==> src/rtl/qspi_flash_sequencer_pkg.sv <==
// qspi_flash_sequencer_pkg
// Shared definitions for the QSPI flash read sequencer and its AXI4-Lite
// single-transaction engine: bus widths, SPI controller register map,
// status bit positions, AXI response codes and the FSM state encodings.
package qspi_flash_sequencer_pkg;

  localparam int SPI_AXI_AW = 32;
  localparam int SPI_AXI_DW = 32;

  // Register map of the SPI controller behind the crossbar
  localparam int QSPI_REG_CMD  = 'h00;
  localparam int QSPI_REG_ADDR = 'h04;
  localparam int QSPI_REG_LEN  = 'h08;
  localparam int QSPI_REG_STAT = 'h0C;
  localparam int QSPI_REG_DATA = 'h10;

  // Status register bit positions
  localparam int STAT_BUSY_BIT = 0;
  localparam int STAT_RXNE_BIT = 1;

  localparam logic [1:0] AXI_RESP_OKAY = 2'b00;

  typedef enum logic [3:0] {
    S_IDLE,
    S_WR_ADDR,
    S_WR_LEN,
    S_WR_CMD,
    S_POLL,
    S_RD_DATA,
    S_OUT,
    S_ERR
  } seq_state_e;

  typedef enum logic [1:0] {
    E_IDLE,
    E_WRITE,
    E_READ
  } eng_state_e;

  typedef enum logic {
    OP_WRITE,
    OP_READ
  } axi_op_e;

  // States in which the sequencer owns exactly one AXI transaction
  function automatic logic is_bus_state(input seq_state_e s);
    return (s == S_WR_ADDR) || (s == S_WR_LEN) || (s == S_WR_CMD) ||
           (s == S_POLL)    || (s == S_RD_DATA);
  endfunction

endpackage

==> src/rtl/axi4_lite_if.sv <==
// axi4_lite_if
// AXI4-Lite bundle. Modport m is the master side (drives AW/W/AR valids,
// bready, rready); modport s is the slave side.
interface axi4_lite_if #(
  parameter int AW = 32,
  parameter int DW = 32
) ();
  logic [AW-1:0]   awaddr;
  logic [2:0]      awprot;
  logic            awvalid;
  logic            awready;
  logic [DW-1:0]   wdata;
  logic [DW/8-1:0] wstrb;
  logic            wvalid;
  logic            wready;
  logic [1:0]      bresp;
  logic            bvalid;
  logic            bready;
  logic [AW-1:0]   araddr;
  logic [2:0]      arprot;
  logic            arvalid;
  logic            arready;
  logic [DW-1:0]   rdata;
  logic [1:0]      rresp;
  logic            rvalid;
  logic            rready;

  modport m (
    output awaddr, awprot, awvalid, input awready,
    output wdata, wstrb, wvalid, input wready,
    input  bresp, bvalid, output bready,
    output araddr, arprot, arvalid, input arready,
    input  rdata, rresp, rvalid, output rready
  );

  modport s (
    input  awaddr, awprot, awvalid, output awready,
    input  wdata, wstrb, wvalid, output wready,
    output bresp, bvalid, input bready,
    input  araddr, arprot, arvalid, output arready,
    output rdata, rresp, rvalid, input rready
  );
endinterface

==> src/rtl/axil_single_master.sv <==
// axil_single_master
// Runs one AXI4-Lite read or write at a time.
// Ports:
//   aclk, areset  - clock, synchronous active-high reset
//   start         - launch a transaction (honoured only while idle)
//   op            - OP_WRITE or OP_READ
//   addr, wdata   - transaction address and write data
//   done          - one-cycle pulse after the B or R handshake
//   rdata, resp   - captured read data and response of the last transaction
//   bus           - AXI4-Lite master port
module axil_single_master
  import qspi_flash_sequencer_pkg::*;
#(
  parameter int AW = SPI_AXI_AW,
  parameter int DW = SPI_AXI_DW
) (
  input  logic          aclk,
  input  logic          areset,
  input  logic          start,
  input  axi_op_e       op,
  input  logic [AW-1:0] addr,
  input  logic [DW-1:0] wdata,
  output logic          done,
  output logic [DW-1:0] rdata,
  output logic [1:0]    resp,
  axi4_lite_if.m        bus
);

  eng_state_e eng_state;
  eng_state_e eng_state_next;

  assign bus.awprot = 3'b000;
  assign bus.arprot = 3'b000;
  assign bus.wstrb  = '1;
  assign bus.bready = 1'b1;
  assign bus.rready = (eng_state == E_READ);

  always_ff @(posedge aclk) begin
    if (areset) begin
      eng_state <= E_IDLE;
    end else begin
      eng_state <= eng_state_next;
    end
  end

  // bready is always high, so bvalid alone completes a write
  always_comb begin
    eng_state_next = eng_state;
    case (eng_state)
      E_IDLE:  if (start) eng_state_next = (op == OP_WRITE) ? E_WRITE : E_READ;
      E_WRITE: if (bus.bvalid) eng_state_next = E_IDLE;
      E_READ:  if (bus.rvalid) eng_state_next = E_IDLE;
      default: eng_state_next = E_IDLE;
    endcase
  end

  // AW and W rise together but each drops on its own handshake
  always_ff @(posedge aclk) begin
    if (areset) begin
      bus.awaddr  <= '0;
      bus.awvalid <= 1'b0;
      bus.wdata   <= '0;
      bus.wvalid  <= 1'b0;
      bus.araddr  <= '0;
      bus.arvalid <= 1'b0;
      done        <= 1'b0;
      rdata       <= '0;
      resp        <= AXI_RESP_OKAY;
    end else begin
      done <= 1'b0;
      case (eng_state)
        E_IDLE: begin
          if (start) begin
            if (op == OP_WRITE) begin
              bus.awaddr  <= addr;
              bus.wdata   <= wdata;
              bus.awvalid <= 1'b1;
              bus.wvalid  <= 1'b1;
            end else begin
              bus.araddr  <= addr;
              bus.arvalid <= 1'b1;
            end
          end
        end
        E_WRITE: begin
          if (bus.awready) bus.awvalid <= 1'b0;
          if (bus.wready)  bus.wvalid  <= 1'b0;
          if (bus.bvalid) begin
            bus.awvalid <= 1'b0;
            bus.wvalid  <= 1'b0;
            done        <= 1'b1;
            resp        <= bus.bresp;
          end
        end
        E_READ: begin
          if (bus.arready) bus.arvalid <= 1'b0;
          if (bus.rvalid) begin
            bus.arvalid <= 1'b0;
            done        <= 1'b1;
            resp        <= bus.rresp;
            rdata       <= bus.rdata;
          end
        end
        default: ;
      endcase
    end
  end

endmodule

==> src/rtl/qspi_flash_sequencer.sv <==
// qspi_flash_sequencer
// Programs the SPI controller over AXI4-Lite (address, length, opcode),
// polls its status register and streams the received words out one at a
// time through a valid/ready port.
// Ports:
//   aclk, areset               - clock, synchronous active-high reset
//   cmd_valid/cmd_ready        - command handshake (ready only when idle)
//   cmd_opcode/addr/len        - flash opcode, byte address, word count
//   rd_data/rd_valid/rd_ready  - single-entry read word output
//   done, error                - one-cycle completion pulses
//   m_bus                      - AXI4-Lite master to the SPI register bus
module qspi_flash_sequencer
  import qspi_flash_sequencer_pkg::*;
#(
  parameter int AW         = SPI_AXI_AW,
  parameter int DW         = SPI_AXI_DW,
  parameter int REG_ADDR   = QSPI_REG_ADDR,
  parameter int REG_LEN    = QSPI_REG_LEN,
  parameter int REG_CMD    = QSPI_REG_CMD,
  parameter int REG_STAT   = QSPI_REG_STAT,
  parameter int REG_DATA   = QSPI_REG_DATA,
  parameter int POLL_LIMIT = 1024
) (
  input  logic          aclk,
  input  logic          areset,
  input  logic          cmd_valid,
  output logic          cmd_ready,
  input  logic [7:0]    cmd_opcode,
  input  logic [23:0]   cmd_addr,
  input  logic [15:0]   cmd_len,
  output logic [DW-1:0] rd_data,
  output logic          rd_valid,
  input  logic          rd_ready,
  output logic          done,
  output logic          error,
  axi4_lite_if.m        m_bus
);

  localparam int PW = $clog2(POLL_LIMIT + 1);

  seq_state_e state;
  seq_state_e state_next;

  logic [7:0]    cmd_opcode_q;
  logic [23:0]   cmd_addr_q;
  logic [15:0]   cmd_len_q;
  logic [15:0]   rem_words;
  logic [PW-1:0] poll_cnt;
  logic [DW-1:0] rd_data_q;
  logic          done_q;
  logic          req_sent;

  logic          eng_start;
  axi_op_e       eng_op;
  logic [AW-1:0] eng_addr;
  logic [DW-1:0] eng_wdata;
  logic          eng_done;
  logic [DW-1:0] eng_rdata;
  logic [1:0]    eng_resp;

  logic          cmd_capture;
  logic          poll_clr;
  logic          rd_load;
  logic          rem_dec;
  logic          done_set;

  axil_single_master #(
    .AW (AW),
    .DW (DW)
  ) u_engine (
    .aclk   (aclk),
    .areset (areset),
    .start  (eng_start),
    .op     (eng_op),
    .addr   (eng_addr),
    .wdata  (eng_wdata),
    .done   (eng_done),
    .rdata  (eng_rdata),
    .resp   (eng_resp),
    .bus    (m_bus)
  );

  assign cmd_ready = (state == S_IDLE);
  assign rd_valid  = (state == S_OUT);
  assign error     = (state == S_ERR);
  assign done      = done_q;
  assign rd_data   = rd_data_q;

  always_ff @(posedge aclk) begin
    if (areset) begin
      state <= S_IDLE;
    end else begin
      state <= state_next;
    end
  end

  // Each bus state launches its transaction once (req_sent) and then waits
  // for the engine's done pulse; the poll counter advances per launched
  // status read so the limit equals the number of reads on the bus.
  always_comb begin
    state_next  = state;
    eng_start   = 1'b0;
    eng_op      = OP_READ;
    eng_addr    = '0;
    eng_wdata   = '0;
    cmd_capture = 1'b0;
    poll_clr    = 1'b0;
    rd_load     = 1'b0;
    rem_dec     = 1'b0;
    done_set    = 1'b0;

    if (is_bus_state(state) && !req_sent) begin
      eng_start = 1'b1;
    end

    case (state)
      S_IDLE: begin
        if (cmd_valid) begin
          cmd_capture = 1'b1;
          state_next  = S_WR_ADDR;
        end
      end
      S_WR_ADDR: begin
        eng_op    = OP_WRITE;
        eng_addr  = AW'(REG_ADDR);
        eng_wdata = DW'({8'h00, cmd_addr_q});
        if (eng_done) state_next = (eng_resp == AXI_RESP_OKAY) ? S_WR_LEN : S_ERR;
      end
      S_WR_LEN: begin
        eng_op    = OP_WRITE;
        eng_addr  = AW'(REG_LEN);
        eng_wdata = DW'(cmd_len_q);
        if (eng_done) state_next = (eng_resp == AXI_RESP_OKAY) ? S_WR_CMD : S_ERR;
      end
      S_WR_CMD: begin
        eng_op    = OP_WRITE;
        eng_addr  = AW'(REG_CMD);
        eng_wdata = DW'(cmd_opcode_q);
        if (eng_done) state_next = (eng_resp == AXI_RESP_OKAY) ? S_POLL : S_ERR;
      end
      S_POLL: begin
        eng_addr = AW'(REG_STAT);
        if (eng_done) begin
          if (eng_resp != AXI_RESP_OKAY) begin
            state_next = S_ERR;
          end else if ((cmd_len_q == 16'd0) && !eng_rdata[STAT_BUSY_BIT]) begin
            done_set   = 1'b1;
            state_next = S_IDLE;
          end else if ((rem_words != 16'd0) && eng_rdata[STAT_RXNE_BIT]) begin
            state_next = S_RD_DATA;
          end else if (poll_cnt >= PW'(POLL_LIMIT)) begin
            state_next = S_ERR;
          end
        end
      end
      S_RD_DATA: begin
        eng_addr = AW'(REG_DATA);
        if (eng_done) begin
          if (eng_resp != AXI_RESP_OKAY) begin
            state_next = S_ERR;
          end else begin
            rd_load    = 1'b1;
            poll_clr   = 1'b1;
            state_next = S_OUT;
          end
        end
      end
      S_OUT: begin
        if (rd_ready) begin
          rem_dec = 1'b1;
          if (rem_words <= 16'd1) begin
            done_set   = 1'b1;
            state_next = S_IDLE;
          end else begin
            state_next = S_POLL;
          end
        end
      end
      S_ERR: begin
        state_next = S_IDLE;
      end
      default: begin
        state_next = S_IDLE;
      end
    endcase
  end

  always_ff @(posedge aclk) begin
    if (areset) begin
      cmd_opcode_q <= '0;
      cmd_addr_q   <= '0;
      cmd_len_q    <= '0;
      rem_words    <= '0;
      poll_cnt     <= '0;
      rd_data_q    <= '0;
      done_q       <= 1'b0;
      req_sent     <= 1'b0;
    end else begin
      done_q <= done_set;

      if (eng_start) begin
        req_sent <= 1'b1;
      end else if (eng_done) begin
        req_sent <= 1'b0;
      end

      if (cmd_capture) begin
        cmd_opcode_q <= cmd_opcode;
        cmd_addr_q   <= cmd_addr;
        cmd_len_q    <= cmd_len;
        rem_words    <= cmd_len;
      end else if (rem_dec && (rem_words != 16'd0)) begin
        rem_words <= rem_words - 16'd1;
      end

      if (cmd_capture || poll_clr) begin
        poll_cnt <= '0;
      end else if (eng_start && (state == S_POLL)) begin
        poll_cnt <= poll_cnt + PW'(1);
      end

      if (rd_load) begin
        rd_data_q <= eng_rdata;
      end
    end
  end

endmodule
==> src/flat_wrapper.sv <==
// flat-port wrapper written by rule: the top's interface ports become plain ports
module qspi_flash_sequencer_flat import qspi_flash_sequencer_pkg::*;
#(
  parameter int AW         = SPI_AXI_AW,
  parameter int DW         = SPI_AXI_DW,
  parameter int REG_ADDR   = QSPI_REG_ADDR,
  parameter int REG_LEN    = QSPI_REG_LEN,
  parameter int REG_CMD    = QSPI_REG_CMD,
  parameter int REG_STAT   = QSPI_REG_STAT,
  parameter int REG_DATA   = QSPI_REG_DATA,
  parameter int POLL_LIMIT = 1024
)
  (aclk, areset, cmd_valid, cmd_ready, cmd_opcode, cmd_addr, cmd_len, rd_data, rd_valid, rd_ready, done, error, m_bus_awaddr, m_bus_awprot, m_bus_awvalid, m_bus_awready, m_bus_wdata, m_bus_wstrb, m_bus_wvalid, m_bus_wready, m_bus_bresp, m_bus_bvalid, m_bus_bready, m_bus_araddr, m_bus_arprot, m_bus_arvalid, m_bus_arready, m_bus_rdata, m_bus_rresp, m_bus_rvalid, m_bus_rready);
  axi4_lite_if #(.AW(AW), .DW(DW)) m_bus_i ();
  input  logic aclk;
  input  logic areset;
  input  logic cmd_valid;
  output logic cmd_ready;
  input  logic [7:0] cmd_opcode;
  input  logic [23:0] cmd_addr;
  input  logic [15:0] cmd_len;
  output logic [DW-1:0] rd_data;
  output logic rd_valid;
  input  logic rd_ready;
  output logic done;
  output logic error;
  output wire logic [$bits(m_bus_i.awaddr)-1:0] m_bus_awaddr;
  output wire logic [$bits(m_bus_i.awprot)-1:0] m_bus_awprot;
  output wire logic [$bits(m_bus_i.awvalid)-1:0] m_bus_awvalid;
  input wire logic [$bits(m_bus_i.awready)-1:0] m_bus_awready;
  output wire logic [$bits(m_bus_i.wdata)-1:0] m_bus_wdata;
  output wire logic [$bits(m_bus_i.wstrb)-1:0] m_bus_wstrb;
  output wire logic [$bits(m_bus_i.wvalid)-1:0] m_bus_wvalid;
  input wire logic [$bits(m_bus_i.wready)-1:0] m_bus_wready;
  input wire logic [$bits(m_bus_i.bresp)-1:0] m_bus_bresp;
  input wire logic [$bits(m_bus_i.bvalid)-1:0] m_bus_bvalid;
  output wire logic [$bits(m_bus_i.bready)-1:0] m_bus_bready;
  output wire logic [$bits(m_bus_i.araddr)-1:0] m_bus_araddr;
  output wire logic [$bits(m_bus_i.arprot)-1:0] m_bus_arprot;
  output wire logic [$bits(m_bus_i.arvalid)-1:0] m_bus_arvalid;
  input wire logic [$bits(m_bus_i.arready)-1:0] m_bus_arready;
  input wire logic [$bits(m_bus_i.rdata)-1:0] m_bus_rdata;
  input wire logic [$bits(m_bus_i.rresp)-1:0] m_bus_rresp;
  input wire logic [$bits(m_bus_i.rvalid)-1:0] m_bus_rvalid;
  output wire logic [$bits(m_bus_i.rready)-1:0] m_bus_rready;
  assign m_bus_awaddr = m_bus_i.awaddr;
  assign m_bus_awprot = m_bus_i.awprot;
  assign m_bus_awvalid = m_bus_i.awvalid;
  assign m_bus_i.awready = m_bus_awready;
  assign m_bus_wdata = m_bus_i.wdata;
  assign m_bus_wstrb = m_bus_i.wstrb;
  assign m_bus_wvalid = m_bus_i.wvalid;
  assign m_bus_i.wready = m_bus_wready;
  assign m_bus_i.bresp = m_bus_bresp;
  assign m_bus_i.bvalid = m_bus_bvalid;
  assign m_bus_bready = m_bus_i.bready;
  assign m_bus_araddr = m_bus_i.araddr;
  assign m_bus_arprot = m_bus_i.arprot;
  assign m_bus_arvalid = m_bus_i.arvalid;
  assign m_bus_i.arready = m_bus_arready;
  assign m_bus_i.rdata = m_bus_rdata;
  assign m_bus_i.rresp = m_bus_rresp;
  assign m_bus_i.rvalid = m_bus_rvalid;
  assign m_bus_rready = m_bus_i.rready;
  qspi_flash_sequencer #(.AW(AW), .DW(DW), .REG_ADDR(REG_ADDR), .REG_LEN(REG_LEN), .REG_CMD(REG_CMD), .REG_STAT(REG_STAT), .REG_DATA(REG_DATA), .POLL_LIMIT(POLL_LIMIT)) u_core (.aclk(aclk), .areset(areset), .cmd_valid(cmd_valid), .cmd_ready(cmd_ready), .cmd_opcode(cmd_opcode), .cmd_addr(cmd_addr), .cmd_len(cmd_len), .rd_data(rd_data), .rd_valid(rd_valid), .rd_ready(rd_ready), .done(done), .error(error), .m_bus(m_bus_i));
endmodule
==> config.mk <==
export PLATFORM = sky130hd
export DESIGN_NAME = qspi_flash_sequencer_flat
export DESIGN_NICKNAME = d
export VERILOG_FILES = /design/src/rtl/qspi_flash_sequencer_pkg.sv /design/src/rtl/axi4_lite_if.sv /design/src/rtl/axil_single_master.sv /design/src/rtl/qspi_flash_sequencer.sv /design/src/flat_wrapper.sv
export SDC_FILE = /design/constraint.sdc
export NUM_CORES = 1
export LEC_CHECK = 0
export ABC_CLOCK_PERIOD_IN_PS = 2450
export BUFFER_PORTS_ARGS = -buffer_cell sky130_fd_sc_hd__buf_2
export CELL_PAD_IN_SITES_DETAIL_PLACEMENT = 1
export CELL_PAD_IN_SITES_GLOBAL_PLACEMENT = 1
export CORE_MARGIN = 2
export CORE_UTILIZATION = 37
export CTS_CLUSTER_DIAMETER = 100
export DETAILED_ROUTE_END_ITERATION = 8
export PLACE_DENSITY_LB_ADDON = 0.1
export RECOVER_POWER = 50
export SLEW_MARGIN = 20
export SYNTH_ARGS = -nofsm -noshare
export SYNTH_HDL_FRONTEND = slang
export SYNTH_SLANG_ARGS = --single-unit
==> constraint.sdc <==
create_clock -name aclk -period 2.45 [get_ports aclk]
set_input_delay 0 -clock aclk [delete_from_list [all_inputs] [get_ports aclk]]
set_output_delay 0 -clock aclk [all_outputs]
set_load 0.02 [all_outputs]
==> flow_results.org <==
** Routing
- Routed wl met2 :: 12060 µm
- In this run the remaining antenna-violating nets after routing total 0.
- Count of TritonRoute iterations in the first routing pass :: 4
- Average detailed-routed wire length per instance :: 15.97 µm
- Across all layers, the routed design uses 7458 vias.
- Number of vias per cell :: 4.881
- Highest routed metal layer :: met4
- Wires add up to 24400 µm.
- After detailed routing, the number of remaining DRC violations is 0.
- Wire segments on met3 add up to 1274 µm in the final route.
- Length of routed wiring on met1 :: 10810 µm
- In this run, the number of DRC markers left after iteration 0 of detailed routing was 315.

** Logic synthesis
- Synthesis produced a netlist whose cell count is 1009.
- Mean Syn Cell Area :: 7.914 µm²
- Leading cell types by count after synthesis :: nand2_1 (245), dfxtp_1 (182), a21oi_1 (147)
- Post-synthesis register bit count :: 182
- The Yosys step of the flow raised 0 warnings.
- Number of distinct library cells after synthesis :: 56
- Most used DFF post-synth :: dfxtp_1
- Sequential-to-total area share from yosys stat :: 45.63%
- Leading post-synthesis cells by cell area :: dfxtp_1 (46%), nand2_1 (12%), a21oi_1 (9.2%)
- Library cell with the highest instance count after synthesis :: nand2_1
- FFs w/ async S/R, synth :: 0%
- Proportion of netlist area held by the largest area contributor :: 45.63%
- The biggest area contributor in the post-synthesis netlist is dfxtp_1.
- In this run, synthesis inferred 0 flip-flops with an integrated enable.
- The synthesized netlist occupies a cell area of 7985 µm².

** STA
- The number of failing hold endpoints at the final stage is 0.
- Total of endpoints with negative setup slack in the final report :: 0
- Worst setup skew after layout :: 0.01251 ns
- Number of pins with negative max-slew slack in the final report :: 0
- Worst Tran Pin Value :: 0.7628 ns
- RSZ-0062 raised after global routing :: false
- Counting I/O delays and the setup requirement, the final critical path takes 2.212 ns.
- Derived from the worst setup path, the maximum achievable clock frequency is 452.0 MHz.
- Share of the cycle needed by the critical path after routing :: 90.30%
- Summed negative setup slack over all endpoints :: 0 ns
- Max-slew headroom at the worst pin :: 49.04%

** Critical path
- Crit Path Category :: flop to flop
- Crit path capture type :: flop
- Critical Path Start Type :: flop
- Slowest stage delay, CP :: 0.39 ns
- Required time reported for the critical path endpoint :: 2.81 ns
- Critical Path Slowest Stage Cell :: o41ai_1
- Worst-case reg-to-reg path depth :: 7
- Of all nets on the critical path, the largest fanout is 5.
- Traced cell by cell, the critical path runs through inv_1, ha_1, nor3b_1, nand4_1, o2bb2ai_1, o41ai_1, mux2i_1.
- Data on the critical path arrives at its endpoint at 2.57 ns.

** Floorplanning
- Horizontal die dimension :: 150.9 µm
- From bottom edge to top edge, the die measures 150.9 µm.
- Pin placement for this block handled 240 I/O pins.
- The total area inside the core boundary comes to 21090 µm².
- The initial utilization of the core area, before any placement, comes to 37.87%.
- Die area :: 22770 µm²
- Standard-cell rows :: 53

** Placement
- The count of buffers added on input and output ports is 162.
- At the end of routability-driven placement, the weighted congestion stood at 0.7905.
- The HPWL after detailed placement is 16340 µm.

** Final layout
- Register Area :: 3643 µm²
- Number of filler cells placed in the layout :: 2644
- Final net count :: 1337
- Fraction of layout instances using a drive strength above 1 :: 13.43%
- From synthesis to final layout, the design area changed by 28.28%.
- The multi-input combinational cells in the finished layout cover a total of 3756 µm².
- Cells fill 48.58% of the core in the end.

** Power and ir drop
- Across the VDD grid, the largest voltage drop is 461.3 µV.
- For this design the static power due to leakage is 3.887 nW.
- Post-route total power :: 9.570 mW
- In this run the power density over the cells is 934.3 nW/µm².

** Job
- Reported max-cap violation count :: 0

** GRT
- The number of global-route vias before repair came to 7581.
- Maximum number of pins on one net before global-route repair :: 72
- Total routing usage reported by global routing :: 21.47%
- First-pass GRT wire length :: 38650 µm
- For this run the aggregate overflow at the end of global routing stands at 0.
- Initial antenna violation count :: 2

** Hold path
- The worst hold path passes through 5 cells.
- In this run the worst hold path is classified as primary input to flop.

** CTS
- Clock net sink count :: 182
- Clock-pin slew was measured on the worst setup and hold paths at 0.08 ns.
- The H-tree was split into 4 levels.
- Clock latency of the later-clocked register in the worst-skew pair :: 0.43 ns
- The longest clock path from root to sink contains 2 buffers.
- The number of clock buffers added by TritonCTS is 17.
- Clock tree synthesis selected as its root buffer the cell clkbuf_16.
- TritonCTS built the clock tree.

** Run status
- The run finished with clean final reports.
==> cell type report <==
type	count	area share [%]
multi-input combinational	748	36.67
inverter	9	0.3298
timing repair buffer	280	18.26
tap	275	3.359
clock buffer	17	4.153
antenna	2	0.04886
clock inverter	15	1.612
sequential	182	35.57
==> power by group <==
part	leakage, nW	switching, mW	internal [mW]	total (mW)
Combinational	2.13	1.97	1.13	3.10
Clock	0.278	1.38	1.37	2.75
Sequential	1.48	0.361	3.36	3.72
Total	3.89	3.71	5.87	9.57
==> state kept, by name (all words and copies together) (netlist names), 8 cells and up <==
register / count
u_core.cmd_addr_q: 24
u_core.u_engine.rdata: 32
u_core.u_engine.bus.wdata: 24
u_core.rem_words: 16
u_core.cmd_len_q: 16
u_core.poll_cnt: 11
u_core.rd_data: 32
u_core.cmd_opcode_q: 8
==> per-stage QoR <==
| stage | setup slack, ns | hold slack, ns | instance area, µm² | instances |
|---|---|---|---|---|
| 6_report | 0.2377 | 0.05346 | 10240 | 1528 |
| 5_1_grt | 0.02229 | 0.08215 | 10240 | 1527 |
| 3_3_place_gp | 0.3195 | 0.2414 | 8856 | 1405 |
| 2_1_floorplan | 0.3198 | 0.1360 | 8267 | 1084 |
| 4_1_cts | 0.2088 | 0.04262 | 10340 | 1526 |
| 3_5_place_dp | 0.2432 | 0.2477 | 8856 | 1405 |
==> repair_timing <==
item	4_1_cts	5_1_grt
endpoints found under the hold margin	102	0
gates resized for setup	0	1
setup buffers	0	0
hold buffers	89	0
setup endpoints to repair	0	3
==> per-layer routing <==
metal  track usage [%]  vias up
met5                 0        -
met4             5.187        0
met3             5.693       14
met2             37.57      164
met1             26.32     3584
li1                  -     3696
==> kinds of logic (layout without fill, tap and decap cells) <==
group / Yosys count / count (layout) / synth area share (%)
and+or+nand+nor: 413 / 413 / 22.44
AOI/OAI and AO/OA: 218 / 218 / 15.86
DFF: 182 / 182 / 45.63
buffers and inverters: 154 / 321 / 10.97
xor gates and xnor gates: 20 / 20 / 2.194
muxes: 13 / 13 / 1.755
adders and majority gates: 7 / 7 / 1.065
other: 2 / 79 / 0.09405
==> critical path, delay by kind of cell (launching register included) <==
| kind | cells | cell delay, ns |
|---|---|---|
| multiplexers | 1 | 0.22 |
| AO/OA/AOI/OAI | 2 | 0.67 |
| buffers and inverters | 1 | 0.09 |
| flip-flops | 1 | 0.33 |
| adder cells (fa/ha/maj) | 1 | 0.24 |
| AND/OR/NAND/NOR | 2 | 0.59 |
==> layout by cell type (no fill, tap or decap), types with 3 or more instances in the layout <==
cell	synthesis	layout
xnor2_1	5	5
nor2_1	81	81
dfxtp_1	182	182
a21oi_1	147	147
nor3_1	9	9
mux2i_1	5	5
a22oi_1	17	17
conb_1	2	77
o21a_1	3	3
ha_1	6	6
o31ai_1	3	3
a211oi_1	15	15
nand2_1	245	244
or3_1	8	8
xor2_1	15	15
clkbuf_1	59	73
buf_2	7	91
nand2b_1	7	7
clkinv_8	0	4
o21ai_0	8	8
nor4_1	8	7
mux2_2	8	8
a311oi_1	5	5
inv_6	0	4
dlygate4sd3_1	0	89
clkbuf_16	0	17
buf_12	0	4
or4_1	3	3
buf_4	77	22
clkinvlp_4	0	3
nand3_1	19	19
nand4_1	11	11
nor3b_1	3	3
inv_1	9	9
nor2b_1	3	3
a31oi_1	3	3
inv_8	0	3
==> final timing paths <==
kind | from | slack, ns | end
max reg2reg | u_core.rem_words[0] | 0.24 | u_core.state[2]
max | u_core.rem_words[0] | 0.24 | u_core.state[2]
min | m_bus_rvalid | 0.05 | u_core.u_engine.done
min reg2reg | u_core.cmd_addr_q[1] | 0.45 | u_core.cmd_addr_q[1]
Power figures use the tool's default switching activity.
